--- src/rtl/hpc_inst_counter_pkg.sv ---
// Shared core decode constants: RV32 opcodes, instruction classes and counter select encodings.
package hpc_inst_counter_pkg;

  localparam logic [6:0] OpcOp     = 7'b0110011;
  localparam logic [6:0] OpcLoad   = 7'b0000011;
  localparam logic [6:0] OpcOpImm  = 7'b0010011;
  localparam logic [6:0] OpcJalr   = 7'b1100111;
  localparam logic [6:0] OpcSystem = 7'b1110011;
  localparam logic [6:0] OpcStore  = 7'b0100011;
  localparam logic [6:0] OpcBranch = 7'b1100011;
  localparam logic [6:0] OpcLui    = 7'b0110111;
  localparam logic [6:0] OpcAuipc  = 7'b0010111;
  localparam logic [6:0] OpcJal    = 7'b1101111;

  localparam int unsigned NumClasses = 7;

  // Enumerator values double as rd_sel codes 0..6 and one-hot bit positions.
  typedef enum logic [2:0] {
    ClsR     = 3'd0,
    ClsI     = 3'd1,
    ClsS     = 3'd2,
    ClsB     = 3'd3,
    ClsU     = 3'd4,
    ClsJ     = 3'd5,
    ClsOther = 3'd6
  } inst_class_e;

  localparam logic [2:0] SelTotal = 3'd7;

  function automatic logic [NumClasses-1:0] class_onehot(input inst_class_e cls);
    return NumClasses'(1) << cls;
  endfunction

endpackage

--- src/rtl/hpc_inst_classify.sv ---
// Combinational opcode decoder producing a one-hot instruction class.
module hpc_inst_classify
  import hpc_inst_counter_pkg::*;
(
  input  logic [6:0]            opcode_i,
  output logic [NumClasses-1:0] class_oh_o
);

  inst_class_e cls;

  always_comb begin
    cls = ClsOther;
    case (opcode_i)
      OpcOp:                                 cls = ClsR;
      OpcLoad, OpcOpImm, OpcJalr, OpcSystem: cls = ClsI;
      OpcStore:                              cls = ClsS;
      OpcBranch:                             cls = ClsB;
      OpcLui, OpcAuipc:                      cls = ClsU;
      OpcJal:                                cls = ClsJ;
      default:                               cls = ClsOther;
    endcase
    class_oh_o = class_onehot(cls);
  end

endmodule

--- src/rtl/hpc_inst_counter.sv ---
// Two-stage saturating per-class instruction counters with a registered read port.
module hpc_inst_counter
  import hpc_inst_counter_pkg::*;
#(
  parameter int unsigned CNT_W = 32
) (
  input  logic             clk_i,
  input  logic             rst_ni,
  input  logic             inst_valid_i,
  input  logic [31:0]      inst_i,
  input  logic             flush_i,
  input  logic             clear_i,
  input  logic             freeze_i,
  input  logic             rd_req_i,
  input  logic [2:0]       rd_sel_i,
  output logic             rd_ack_o,
  output logic [CNT_W-1:0] rd_data_o,
  output logic [CNT_W-1:0] cnt_r_o,
  output logic [CNT_W-1:0] cnt_i_o,
  output logic [CNT_W-1:0] cnt_s_o,
  output logic [CNT_W-1:0] cnt_b_o,
  output logic [CNT_W-1:0] cnt_u_o,
  output logic [CNT_W-1:0] cnt_j_o
);

  localparam int unsigned NumCnt = NumClasses + 1;
  localparam logic [CNT_W-1:0] CntMax = '1;

  logic [NumClasses-1:0] class_oh;
  logic                  cap_valid_q;
  logic [NumClasses-1:0] cap_cls_q;
  logic                  inc_en;
  logic [CNT_W-1:0]      cnt_q [NumCnt];
  logic [CNT_W-1:0]      cnt_d [NumCnt];
  logic                  rd_ack_q;
  logic [CNT_W-1:0]      rd_data_q;
  logic                  unused_inst;

  assign unused_inst = ^inst_i[31:7];

  hpc_inst_classify u_classify (
    .opcode_i   (inst_i[6:0]),
    .class_oh_o (class_oh)
  );

  // Clear also kills the instruction presented alongside it.
  always_ff @(posedge clk_i or negedge rst_ni) begin
    if (!rst_ni) begin
      cap_valid_q <= 1'b0;
      cap_cls_q   <= '0;
    end else begin
      cap_valid_q <= inst_valid_i & ~clear_i;
      cap_cls_q   <= class_oh;
    end
  end

  assign inc_en = cap_valid_q & ~flush_i & ~freeze_i;

  always_comb begin
    for (int k = 0; k < NumCnt; k++) begin
      cnt_d[k] = cnt_q[k];
    end
    for (int k = 0; k < NumClasses; k++) begin
      if (clear_i) begin
        cnt_d[k] = '0;
      end else if (inc_en && cap_cls_q[k] && (cnt_q[k] != CntMax)) begin
        cnt_d[k] = cnt_q[k] + CNT_W'(1);
      end
    end
    if (clear_i) begin
      cnt_d[NumClasses] = '0;
    end else if (inc_en && (cnt_q[NumClasses] != CntMax)) begin
      cnt_d[NumClasses] = cnt_q[NumClasses] + CNT_W'(1);
    end
  end

  always_ff @(posedge clk_i or negedge rst_ni) begin
    if (!rst_ni) begin
      for (int k = 0; k < NumCnt; k++) begin
        cnt_q[k] <= '0;
      end
    end else begin
      for (int k = 0; k < NumCnt; k++) begin
        cnt_q[k] <= cnt_d[k];
      end
    end
  end

  // Reads sample cnt_q, so a colliding increment or clear is not yet visible.
  always_ff @(posedge clk_i or negedge rst_ni) begin
    if (!rst_ni) begin
      rd_ack_q  <= 1'b0;
      rd_data_q <= '0;
    end else begin
      rd_ack_q <= rd_req_i;
      if (rd_req_i) begin
        rd_data_q <= cnt_q[rd_sel_i];
      end
    end
  end

  assign rd_ack_o  = rd_ack_q;
  assign rd_data_o = rd_data_q;
  assign cnt_r_o   = cnt_q[ClsR];
  assign cnt_i_o   = cnt_q[ClsI];
  assign cnt_s_o   = cnt_q[ClsS];
  assign cnt_b_o   = cnt_q[ClsB];
  assign cnt_u_o   = cnt_q[ClsU];
  assign cnt_j_o   = cnt_q[ClsJ];

endmodule

--- config.mk ---
export PLATFORM = sky130hd
export DESIGN_NAME = hpc_inst_counter
export DESIGN_NICKNAME = d
export VERILOG_FILES = /design/src/rtl/hpc_inst_counter_pkg.sv /design/src/rtl/hpc_inst_classify.sv /design/src/rtl/hpc_inst_counter.sv
export SDC_FILE = /design/constraint.sdc
export NUM_CORES = 1
export LEC_CHECK = 0
export ABC_AREA = 0
export ABC_CLOCK_PERIOD_IN_PS = 2300
export BUFFER_PORTS_ARGS = -buffer_cell sky130_fd_sc_hd__buf_2
export CAP_MARGIN = 10
export CELL_PAD_IN_SITES_DETAIL_PLACEMENT = 0
export CELL_PAD_IN_SITES_GLOBAL_PLACEMENT = 1
export CORE_ASPECT_RATIO = 0.6
export CORE_UTILIZATION = 41
export CTS_BUF_LIST = sky130_fd_sc_hd__clkbuf_16
export DETAILED_ROUTE_END_ITERATION = 10
export PLACE_DENSITY_LB_ADDON = 0.1
export SYNTH_ARGS = -nofsm -noshare
export SYNTH_HDL_FRONTEND = slang
export SYNTH_HIERARCHICAL = 1
export SYNTH_SLANG_ARGS = --single-unit
--- constraint.sdc ---
create_clock -name clk_i -period 2.3 [get_ports clk_i]
set_clock_uncertainty 0.2 [all_clocks]
set_input_delay 0.23 -clock clk_i [delete_from_list [all_inputs] [get_ports clk_i]]
set_output_delay 0.23 -clock clk_i [all_outputs]
set_load 0.02 [all_outputs]
==> summary.txt, run 1 <==
Drc violations -> 25
First DRT Iteration DRCs -> 1,489
Synth Warn # -> 6
Met3 WL -> 6110 um
Share of the synthesized area in the top cell type -> 0.408
Setup TNS -> -0.113 ns
Worst slew margin -> 0.598
Post-synth cell types -> 63
Tightest Pin Transition -> 0.603 ns
Top FF cell, synth -> dfrtp_1
WL/cell -> 22.3 um
Core box area -> 43,600 um^2
CP Max Fanout -> 4
Starting Density -> 0.418
Post-Route WL -> 64,300 um
P_leak -> 0.0106 uW
Sequential share of the synthesized area -> 0.408
CTS H-tree depth -> 1
Worst Path Buf+Inv -> 0
Crit Path Class -> flop to flop
FF-to-FF path depth -> 6
Sequential standard cell area -> 7440 um^2
Row count -> 59
Clk buf depth -> 3
Worst VDD drop -> 0.537 mV
Failing checks -> DRC, setup timing
Met1 wire length -> 31,400 um
RSZ-0062 raised after global routing -> true
Vias in the first global route -> 14,700
Top delay family on crit path -> simple AND/OR/NAND/NOR gates
Die area -> 45,300 um^2
Post-synthesis register bit count -> 297
Req. time, crit path -> 2.55 ns
Gr usage total -> 0.279
Number of synthesized flops with an enable pin -> 0
Die H -> 165 um
WL met2 -> 25,400 um
Largest net degree at the start of global routing -> 67
Clk sink count -> 297
Worst R2R Setup Slack -> -0.05 ns
Slew Limit Fails -> 0
Highest metal used -> met4
Port Buffers -> 241
Synth Area per Inst -> 9.60 um^2
CTS buffer count -> 31
Critical Path Start Type -> flop
FMAX -> 426 MHz
Fillers -> 4,067
Synth Cell Area -> 18,200 um^2
First-pass GRT wire length -> 94,300 um
PD cells -> 478 nW/um^2
Top post-synthesis cells by area -> dfrtp_1 41%, buf_4 7.9%, mux4_2 7.9%
DP Worst Slack -> -0.0610 ns
Fin Hold WS -> 0.00576 ns
Worst-path clk slew -> 0.06 ns
Layout cells sized above 1 -> 0.339
Slowest stage cell, crit path -> or3b_2
Final GP Congestion -> 0.918
Crit. End Element -> flop
Final hold vios -> 0
Worst-Skew Late Latency -> 0.59 ns
Final min period -> 2.35 ns
Routed vias/inst -> 5.57
Crit path largest cell delay -> 0.58 ns
Io pins -> 267
R2R Path Start -> cap_valid_q$_DFF_PN0_
Reg2reg end -> cnt_i_o[30]$_DFFE_PN0P_
Initial antenna violation count -> 1
Max Cap Violations -> 0
Critical path arrival -> 2.60 ns
Area grow syn2layout -> 25.1%
Post-synth ARST share -> 1.00
Total grt overflow -> 0
CP Depth -> 6
CTS tree -> yes
Mapped Nets -> 1,949
Post-layout worst setup margin -> -0.0463 ns
Multi-input gate area -> 9330 um^2
Largest area contributor in the netlist -> dfrtp_1
Clk root buf -> clkbuf_16
Fin util -> 0.524
HPWL Detailed -> 48,900 um
Crit path cell chain -> or3b_2 -> a2111oi_0 -> and3_4 -> nand4_1 -> xor2_1 -> nor2_1
ANT nets after route -> 0
Setup-failing EPs final -> 9
Fin crit share -> 1.02
Post-Synthesis Cells -> 1,899
Hold WC Path Type -> input pin to asynchronous set/reset pin
Die X-Extent -> 274 um
1st-pass router iterations -> 8
Total number of vias -> 16,000
NumNets Final -> 2,329
Outcome -> complete, but fails checks
-- cell usage after synthesis (all sizes together), types with 2 or more instances --
master	number
nand4	113
or3	29
o21a	2
nor4	27
and4b	3
nor2	288
nand2b	3
or2	3
a211oi	5
nand4b	5
xnor2	72
mux4	64
or4	7
ha	8
nor3	48
nand2	102
nand3b	2
nand4bb	3
xor2	139
nor4b	4
o211ai	3
a21oi	67
and3	56
and4	35
dfrtp	297
nor3b	7
nor2b	8
nand3	107
a31oi	8
o31ai	3
buf	207
mux2i	37
clkbuf	65
and2	16
inv	13
o21ai	29
-- worst max path at each step --
| stage | startpoint | to | slack, ns |
|---|---|---|---|
| 2_1_floorplan | cnt_s_o[0]$_DFFE_PN0P_ | cnt_s_o[23]$_DFFE_PN0P_ | 0.02 |
| 5_1_grt | cap_valid_q$_DFF_PN0_ | cnt_i_o[30]$_DFFE_PN0P_ | -0.19 |
| 3_3_place_gp | cnt_s_o[0]$_DFFE_PN0P_ | cnt_s_o[5]$_DFFE_PN0P_ | -0.04 |
| 3_5_place_dp | cnt_r_o[8]$_DFFE_PN0P_ | cnt_r_o[25]$_DFFE_PN0P_ | -0.06 |
| 6_report | cap_valid_q$_DFF_PN0_ | cnt_i_o[30]$_DFFE_PN0P_ | -0.05 |
| 4_1_cts | cnt_r_o[8]$_DFFE_PN0P_ | cnt_r_o[31]$_DFFE_PN0P_ | 0.003 |
-- metrics by stage --
step	instances	instance area, um^2	power (uW)
final	2880	22800	10900
after global routing	2880	22800	11300
after CTS	2852	22200	11000
after detailed placement	2780	21100	6000
after global placement	2780	21100	5990
after floorplan	1899	18200	5680
-- state kept, by name (all words and copies together) (netlist names) --
| name | count |
|---|---|
| cnt_b_o | 32 |
| cnt_q | 64 |
| rd_ack_o | 1 |
| cnt_r_o | 32 |
| cnt_u_o | 32 |
| cap_valid_q | 1 |
| cap_cls_q | 7 |
| cnt_s_o | 32 |
| cnt_i_o | 32 |
| rd_data_o | 32 |
| cnt_j_o | 32 |
-- layer usage --
| layer | vias to the layer above | GRT usage |
|---|---|---|
| met3 | 68 | 0.0791 |
| met1 | 7960 | 0.436 |
| met2 | 661 | 0.372 |
| met4 | 0 | 0.0636 |
| li1 | 7349 | - |
| met5 | - | 0 |
-- cells by family after synthesis --
family                   after synthesis  synth area share
AND/OR/NAND/NOR                      870             0.246
adder cells (fa/ha/maj)                8           0.00549
XOR/XNOR                             211             0.101
AO/OA/AOI/OAI                        127            0.0397
multiplexers                         101            0.0994
buffers and inverters                285            0.0998
flip-flops                           297             0.408
-- power by group --
part           leakage [uW]  switching [uW]  internal (uW)
registers           0.00409            31.6           5270
clock network      0.000492            2220           2750
logic               0.00602             421            200
-- final cells by class --
class / count / share of cell area
diodes: 1 / 0.000110
clock buffers: 31 / 0.0340
clock inverters: 23 / 0.00768
inverters: 13 / 0.00214
multi-input cells: 1317 / 0.409
flip-flops and latches: 297 / 0.326
well taps: 579 / 0.0318
repair buffers: 619 / 0.189
-- timing repair --
action                                  CTS  global route
pin swaps                                 0            40
hold endpoints to repair                335             0
gates cloned                              0             2
setup buffers                             1            25
hold buffers                             18             0
endpoints found under the setup margin   11           121
gates resized for setup                   4            74
-- cells in the final DEF (no fill, tap or decap), drive strengths merged, types with 16 or more instances in the layout --
cell type / netlist / layout
a21oi: 67 / 67
dfrtp: 297 / 297
xnor2: 72 / 72
o21ai: 29 / 29
and2: 16 / 16
nand4: 113 / 113
nor3: 48 / 48
nor2: 288 / 288
and4: 35 / 35
buf: 207 / 599
mux4: 64 / 64
nand3: 107 / 107
and3: 56 / 56
xor2: 139 / 139
dlygate4sd3: 0 / 18
clkbuf: 65 / 33
nand2: 102 / 102
inv: 13 / 20
or3: 29 / 29
mux2i: 37 / 37
nor4: 27 / 27
(Power assumes the default switching activity.)
==> inputs of run 2 (changes only) <==
- CAP_MARGIN: 10 -> 15
- CORE_UTILIZATION: 41 -> 40
==> run 2 against run 1 <==
Net effect:
- the flow still finishes with violations (DRC, setup timing)
- maximum frequency shrank 3.1%
- sequential share of layout area about the same
- die area grew 2.5%
- flip-flop and latch count stayed put
- clock power fell by 5.8%
- design area decreased by 0.15%
- critical path depth increased by 4
- register-to-register slack got worse by 0.08 ns
- sequential power is essentially flat
- combinational power up 3.9%
- first-iteration DRC count decreased by 1.5%
==> summary.txt, run 2 (same netlist as run 1, synthesis figures left out) <==
Post-layout worst setup margin -> -0.121 ns
Hold WC Path Type -> input pin to asynchronous set/reset pin
Fin crit share -> 1.05
Worst slew margin -> 0.519
Area after DPL -> 21,100 um^2
Finished Layout Cells -> 2,875
Outcome -> complete, but fails checks
Worst-path clk slew -> 0.07 ns
Inst Count DP -> 2,785
Clk sink count -> 297
CP Max Fanout -> 5
HPWL Detailed -> 49,600 um
Clk root buf -> clkbuf_16
P_leak -> 0.0105 uW
Crit. End Element -> flop
Req. time, crit path -> 2.55 ns
Gr usage total -> 0.274
Critical path arrival -> 2.68 ns
Int Pwr -> 7910 uW
RSZ-0062 raised after global routing -> true
Flop pwr share -> 0.499
CTS buffer count -> 31
Final hold vios -> 0
Switching share of total power -> 0.255
Die X-Extent -> 278 um
First-pass GRT wire length -> 96,500 um
Setup-failing EPs final -> 18
NumNets Final -> 2,311
Psw -> 2710 uW
FMAX -> 413 MHz
First DRT Iteration DRCs -> 1,466
Critical Path Start Type -> flop
Clock power frac -> 0.440
Die area -> 46,500 um^2
Row count -> 60
Largest net degree at the start of global routing -> 69
1st-pass router iterations -> 8
Port Buffers -> 241
Failing checks -> DRC, setup timing
Core box area -> 44,900 um^2
CTS tree -> yes
Setup TNS -> -1.02 ns
Worst VDD drop -> 0.343 mV
Worst-Skew Late Latency -> 0.59 ns
Vias in the first global route -> 14,900
Tightest Pin Transition -> 0.721 ns
Fillers -> 4,263
Clk buf depth -> 3
WL/cell -> 22.4 um
Routed vias/inst -> 5.53
Layout cells sized above 1 -> 0.337
Fin Hold WS -> 0.0105 ns
Max reg flops -> 64
Area grow syn2layout -> 24.9%
Reg with most FFs -> cnt_q
Total number of vias -> 15,900
Total grt overflow -> 0
Commonest non-fill, non-tap cell in the layout -> buf_4
Starting Density -> 0.406
Design Area, Final -> 22,800 um^2
Final min period -> 2.42 ns
ANT nets after route -> 0
PD cells -> 466 nW/um^2
Comb power frac -> 0.061
Post-Route WL -> 64,300 um
Drc violations -> 2
Slew Limit Fails -> 0
Crit Path Class -> flop to flop
Most frequent cells in the layout -> 316 x buf_4, 295 x dfrtp_1, 286 x nor2_1, 238 x buf_2, 138 x xor2_1
Io pins -> 267
Max Cap Violations -> 0
Die H -> 167 um
Initial antenna violation count -> 2
Final GP Congestion -> 0.926
CTS H-tree depth -> 1
## run 2: power by group through the flow
| stage | registers, uW | logic (uW) | clock network (uW) |
|---|---|---|---|
| after floorplan | 5440 | 246 | 0 |
| after global placement | 5390 | 622 | 0 |
| after detailed placement | 5390 | 632 | 0 |
| after CTS | 5300 | 653 | 4750 |
| after global routing | 5300 | 707 | 4980 |
| final | 5300 | 644 | 4680 |
## run 2: final timing paths
path	from	endpoint	slack [ns]	cells past startpoint
hold reg to reg	rd_data_o[13]$_DFFE_PN0P_	rd_data_o[13]$_DFFE_PN0P_	0.32	2
setup reg to reg	cnt_i_o[1]$_DFFE_PN0P_	cnt_i_o[25]$_DFFE_PN0P_	-0.12	10
max in group asynchronous	rst_ni	cnt_i_o[1]$_DFFE_PN0P_	1.14	3
setup / recovery	cnt_i_o[1]$_DFFE_PN0P_	cnt_i_o[25]$_DFFE_PN0P_	-0.12	10
min in group clk_i	rd_sel_i[2]	rd_data_o[3]$_DFFE_PN0P_	0.02	4
hold / removal	rst_ni	cnt_u_o[31]$_DFFE_PN0P_	0.01	2
## run 2: critical path, stage by stage, from the launching register on
cell and delay, ns:
dfrtp_1 0.39, ha_4 0.16, nand4_1 0.16, nor4_2 0.38
buf_4 0.22, a31oi_4 0.12, buf_12 0.17, buf_6 0.14
nand4_1 0.13, xor2_1 0.15, nor2_1 0.05
## run 2: timing repair
item / 4_1_cts / 5_1_grt
endpoints found under the hold margin: 334 / 0
resized for setup: 13 / 82
hold buffers: 18 / 0
pin swaps: 3 / 49
cloned: 0 / 2
endpoints found under the setup margin: 30 / 127
buffers inserted: 0 / 12
## run 2: cell type report
cell class | count | area, um^2 | share of cell area
antenna | 1 | 2.50 | 0.000110
clock buffer | 31 | 776 | 0.0341
clock inverter | 26 | 109 | 0.00478
inverter | 13 | 48.8 | 0.00214
multi-input combinational | 1317 | 9400 | 0.413
sequential | 297 | 7430 | 0.327
tap | 589 | 737 | 0.0324
timing repair buffer | 601 | 4270 | 0.187
## run 2: routing by layer
metal	share of wire	global-route usage	up-vias
met4	0.018	0.0495	0
met3	0.076	0.0592	65
met5	0	0	-
met2	0.40	0.368	561
met1	0.51	0.444	7945
li1	-	-	7322
## run 2: metrics by stage
stage | setup WS, ns | utilization | total power, uW
4_1_cts | 0.00428 | 0.496 | 10700
3_3_place_gp | -0.147 | 0.470 | 6020
5_1_grt | -0.197 | 0.507 | 11000
2_1_floorplan | 0.0232 | - | 5680
3_5_place_dp | -0.100 | 0.470 | 6020
6_report | -0.121 | 0.507 | 10600
==> inputs of run 3 (changes only) <==
- CORE_ASPECT_RATIO: 0.6 -> unset
==> run 3 against run 2 <==
Net effect:
- the flow now finishes without violations
- via count is 0.53% lower
- final cell count grew 0.38%
- clock power rose by 22%
- die area barely moved
- total power up 9.4%
- wire length is 3.1% lower
- worst setup slack improved by 0.15 ns
- register-to-register slack better by 0.15 ns
- non-clock buffer count decreased by 3
==> summary.txt, run 3 (same netlist as run 1, synthesis figures left out) <==
Outcome -> complete, no violations
Critical Path Start Type -> flop
Starting Density -> 0.409
Top delay family on crit path -> simple AND/OR/NAND/NOR gates
Crit. End Element -> flop
Max Cap Violations -> 0
Largest net degree at the start of global routing -> 66
Io pins -> 267
Fin crit share -> 0.988
Total grt overflow -> 0
Die area -> 46,400 um^2
CTS H-tree depth -> 2
Worst-path clk slew -> 0.06 ns
P_leak -> 0.0106 uW
Row count -> 77
First DRT Iteration DRCs -> 1,212
Layout cells sized above 1 -> 0.337
First-pass GRT wire length -> 94,600 um
Worst VDD drop -> 0.475 mV
Area grow syn2layout -> 25.4%
WL met2 -> 27,400 um
Max reg flops -> 64
Final GP Congestion -> 0.912
Drc violations -> 0
Fin Hold WS -> 0.0244 ns
Clk root buf -> clkbuf_16
DP Worst Slack -> -0.0595 ns
Crit path cell chain -> buf_6 -> nand4bb_1 -> buf_4 -> or3_4 -> or4_4 -> a21oi_2
Crit path largest cell delay -> 0.42 ns
Met1 wire length -> 29,500 um
Fillers -> 4,199
Highest metal used -> met5
Slowest stage cell, crit path -> or4_4
Hold Path Depth -> 2
Post-Route WL -> 62,300 um
Clk buf depth -> 3
Final hold vios -> 0
Worst Path Buf+Inv -> 2
# diodes -> 0
FF-to-FF path depth -> 6
Reg with most FFs -> cnt_q
Initial antenna violation count -> 1
ANT nets after route -> 0
PD cells -> 508 nW/um^2
NumNets Final -> 2,315
Area after DPL -> 21,100 um^2
Die X-Extent -> 215 um
HPWL Detailed -> 47,600 um
Design Area, Final -> 22,900 um^2
CTS tree -> yes
Clk sink count -> 297
Tightest Pin Transition -> 0.651 ns
Die H -> 215 um
Hold WC Path Type -> input pin to flop
FMAX -> 440 MHz
CP Depth -> 6
WL/cell -> 21.6 um
Overall Power -> 11,600 uW
Routed vias/inst -> 5.48
Req. time, crit path -> 2.58 ns
Sequential standard cell area -> 7440 um^2
Multi-input gate area -> 9310 um^2
Slew Limit Fails -> 0
Final min period -> 2.27 ns
Core box area -> 44,600 um^2
CTS buffer count -> 38
Port Buffers -> 241
Total number of vias -> 15,800
Crit Path Class -> flop to flop
Post-layout worst setup margin -> 0.0284 ns
Vias in the first global route -> 15,100
Worst slew margin -> 0.566
1st-pass router iterations -> 7
RSZ-0062 raised after global routing -> true
Setup-failing EPs final -> 0
Gr usage total -> 0.268
CP Max Fanout -> 8
Commonest non-fill, non-tap cell in the layout -> buf_4
Worst-Skew Late Latency -> 0.55 ns
Most frequent cells in the layout -> 323 x buf_4, 291 x dfrtp_1, 285 x nor2_1, 238 x buf_2, 139 x xor2_1
Met3 WL -> 3930 um
Critical path arrival -> 2.55 ns
-- run 3: report_power, final --
part	switching, uW	internal [uW]
clock network	2390	3300
registers	35.3	5270
logic	416	202
-- run 3: per-stage QoR --
| step | cells | util | setup TNS, ns |
|---|---|---|---|
| 2_1_floorplan | 1899 | - | 0 |
| 3_3_place_gp | 2794 | 0.473 | -0.168 |
| 3_5_place_dp | 2794 | 0.473 | -0.446 |
| 4_1_cts | 2879 | 0.504 | 0 |
| 5_1_grt | 2886 | 0.512 | -0.216 |
| 6_report | 2886 | 0.512 | 0 |
-- run 3: area by class of cell --
type	count	share of cell area
well taps	592	0.0324
clock buffers	41	0.0449
flip-flops and latches	297	0.326
clock inverters	28	0.00613
repair buffers	598	0.182
multi-input cells	1317	0.407
inverters	13	0.00213
-- run 3: worst reg2reg max path, cell delays in order (launching register included) --
cell and delay [ns]:
dfrtp_1 0.38, buf_6 0.13, nand4bb_1 0.26, buf_4 0.29
or3_4 0.40, or4_4 0.42, a21oi_2 0.13
-- run 3: timing repair --
item	CTS	global route
pin swaps	1	28
gates resized for setup	12	67
hold buffers	16	0
setup buffers	0	8
endpoints found under the setup margin	24	101
hold endpoints to repair	305	0
-- run 3: layer usage --
metal / track usage / vias up
met2: 0.394 / 487
met1: 0.401 / 7906
met4: 0.0752 / 2
met5: 0 / -
li1: - / 7332
met3: 0.0475 / 82
-- run 3: final timing paths --
path	endpoint	slack, ns	startpoint
max	cnt_s_o[25]$_DFFE_PN0P_	0.03	cap_valid_q$_DFF_PN0_
min	cnt_r_o[24]$_DFFE_PN0P_	0.02	clear_i
max reg2reg	cnt_s_o[25]$_DFFE_PN0P_	0.03	cap_valid_q$_DFF_PN0_
min reg2reg	rd_data_o[8]$_DFFE_PN0P_	0.32	rd_data_o[8]$_DFFE_PN0P_
max in group asynchronous	cnt_q[11]$_DFFE_PN0P_	1.39	rst_ni
min in group asynchronous	cnt_s_o[22]$_DFFE_PN0P_	0.13	rst_ni
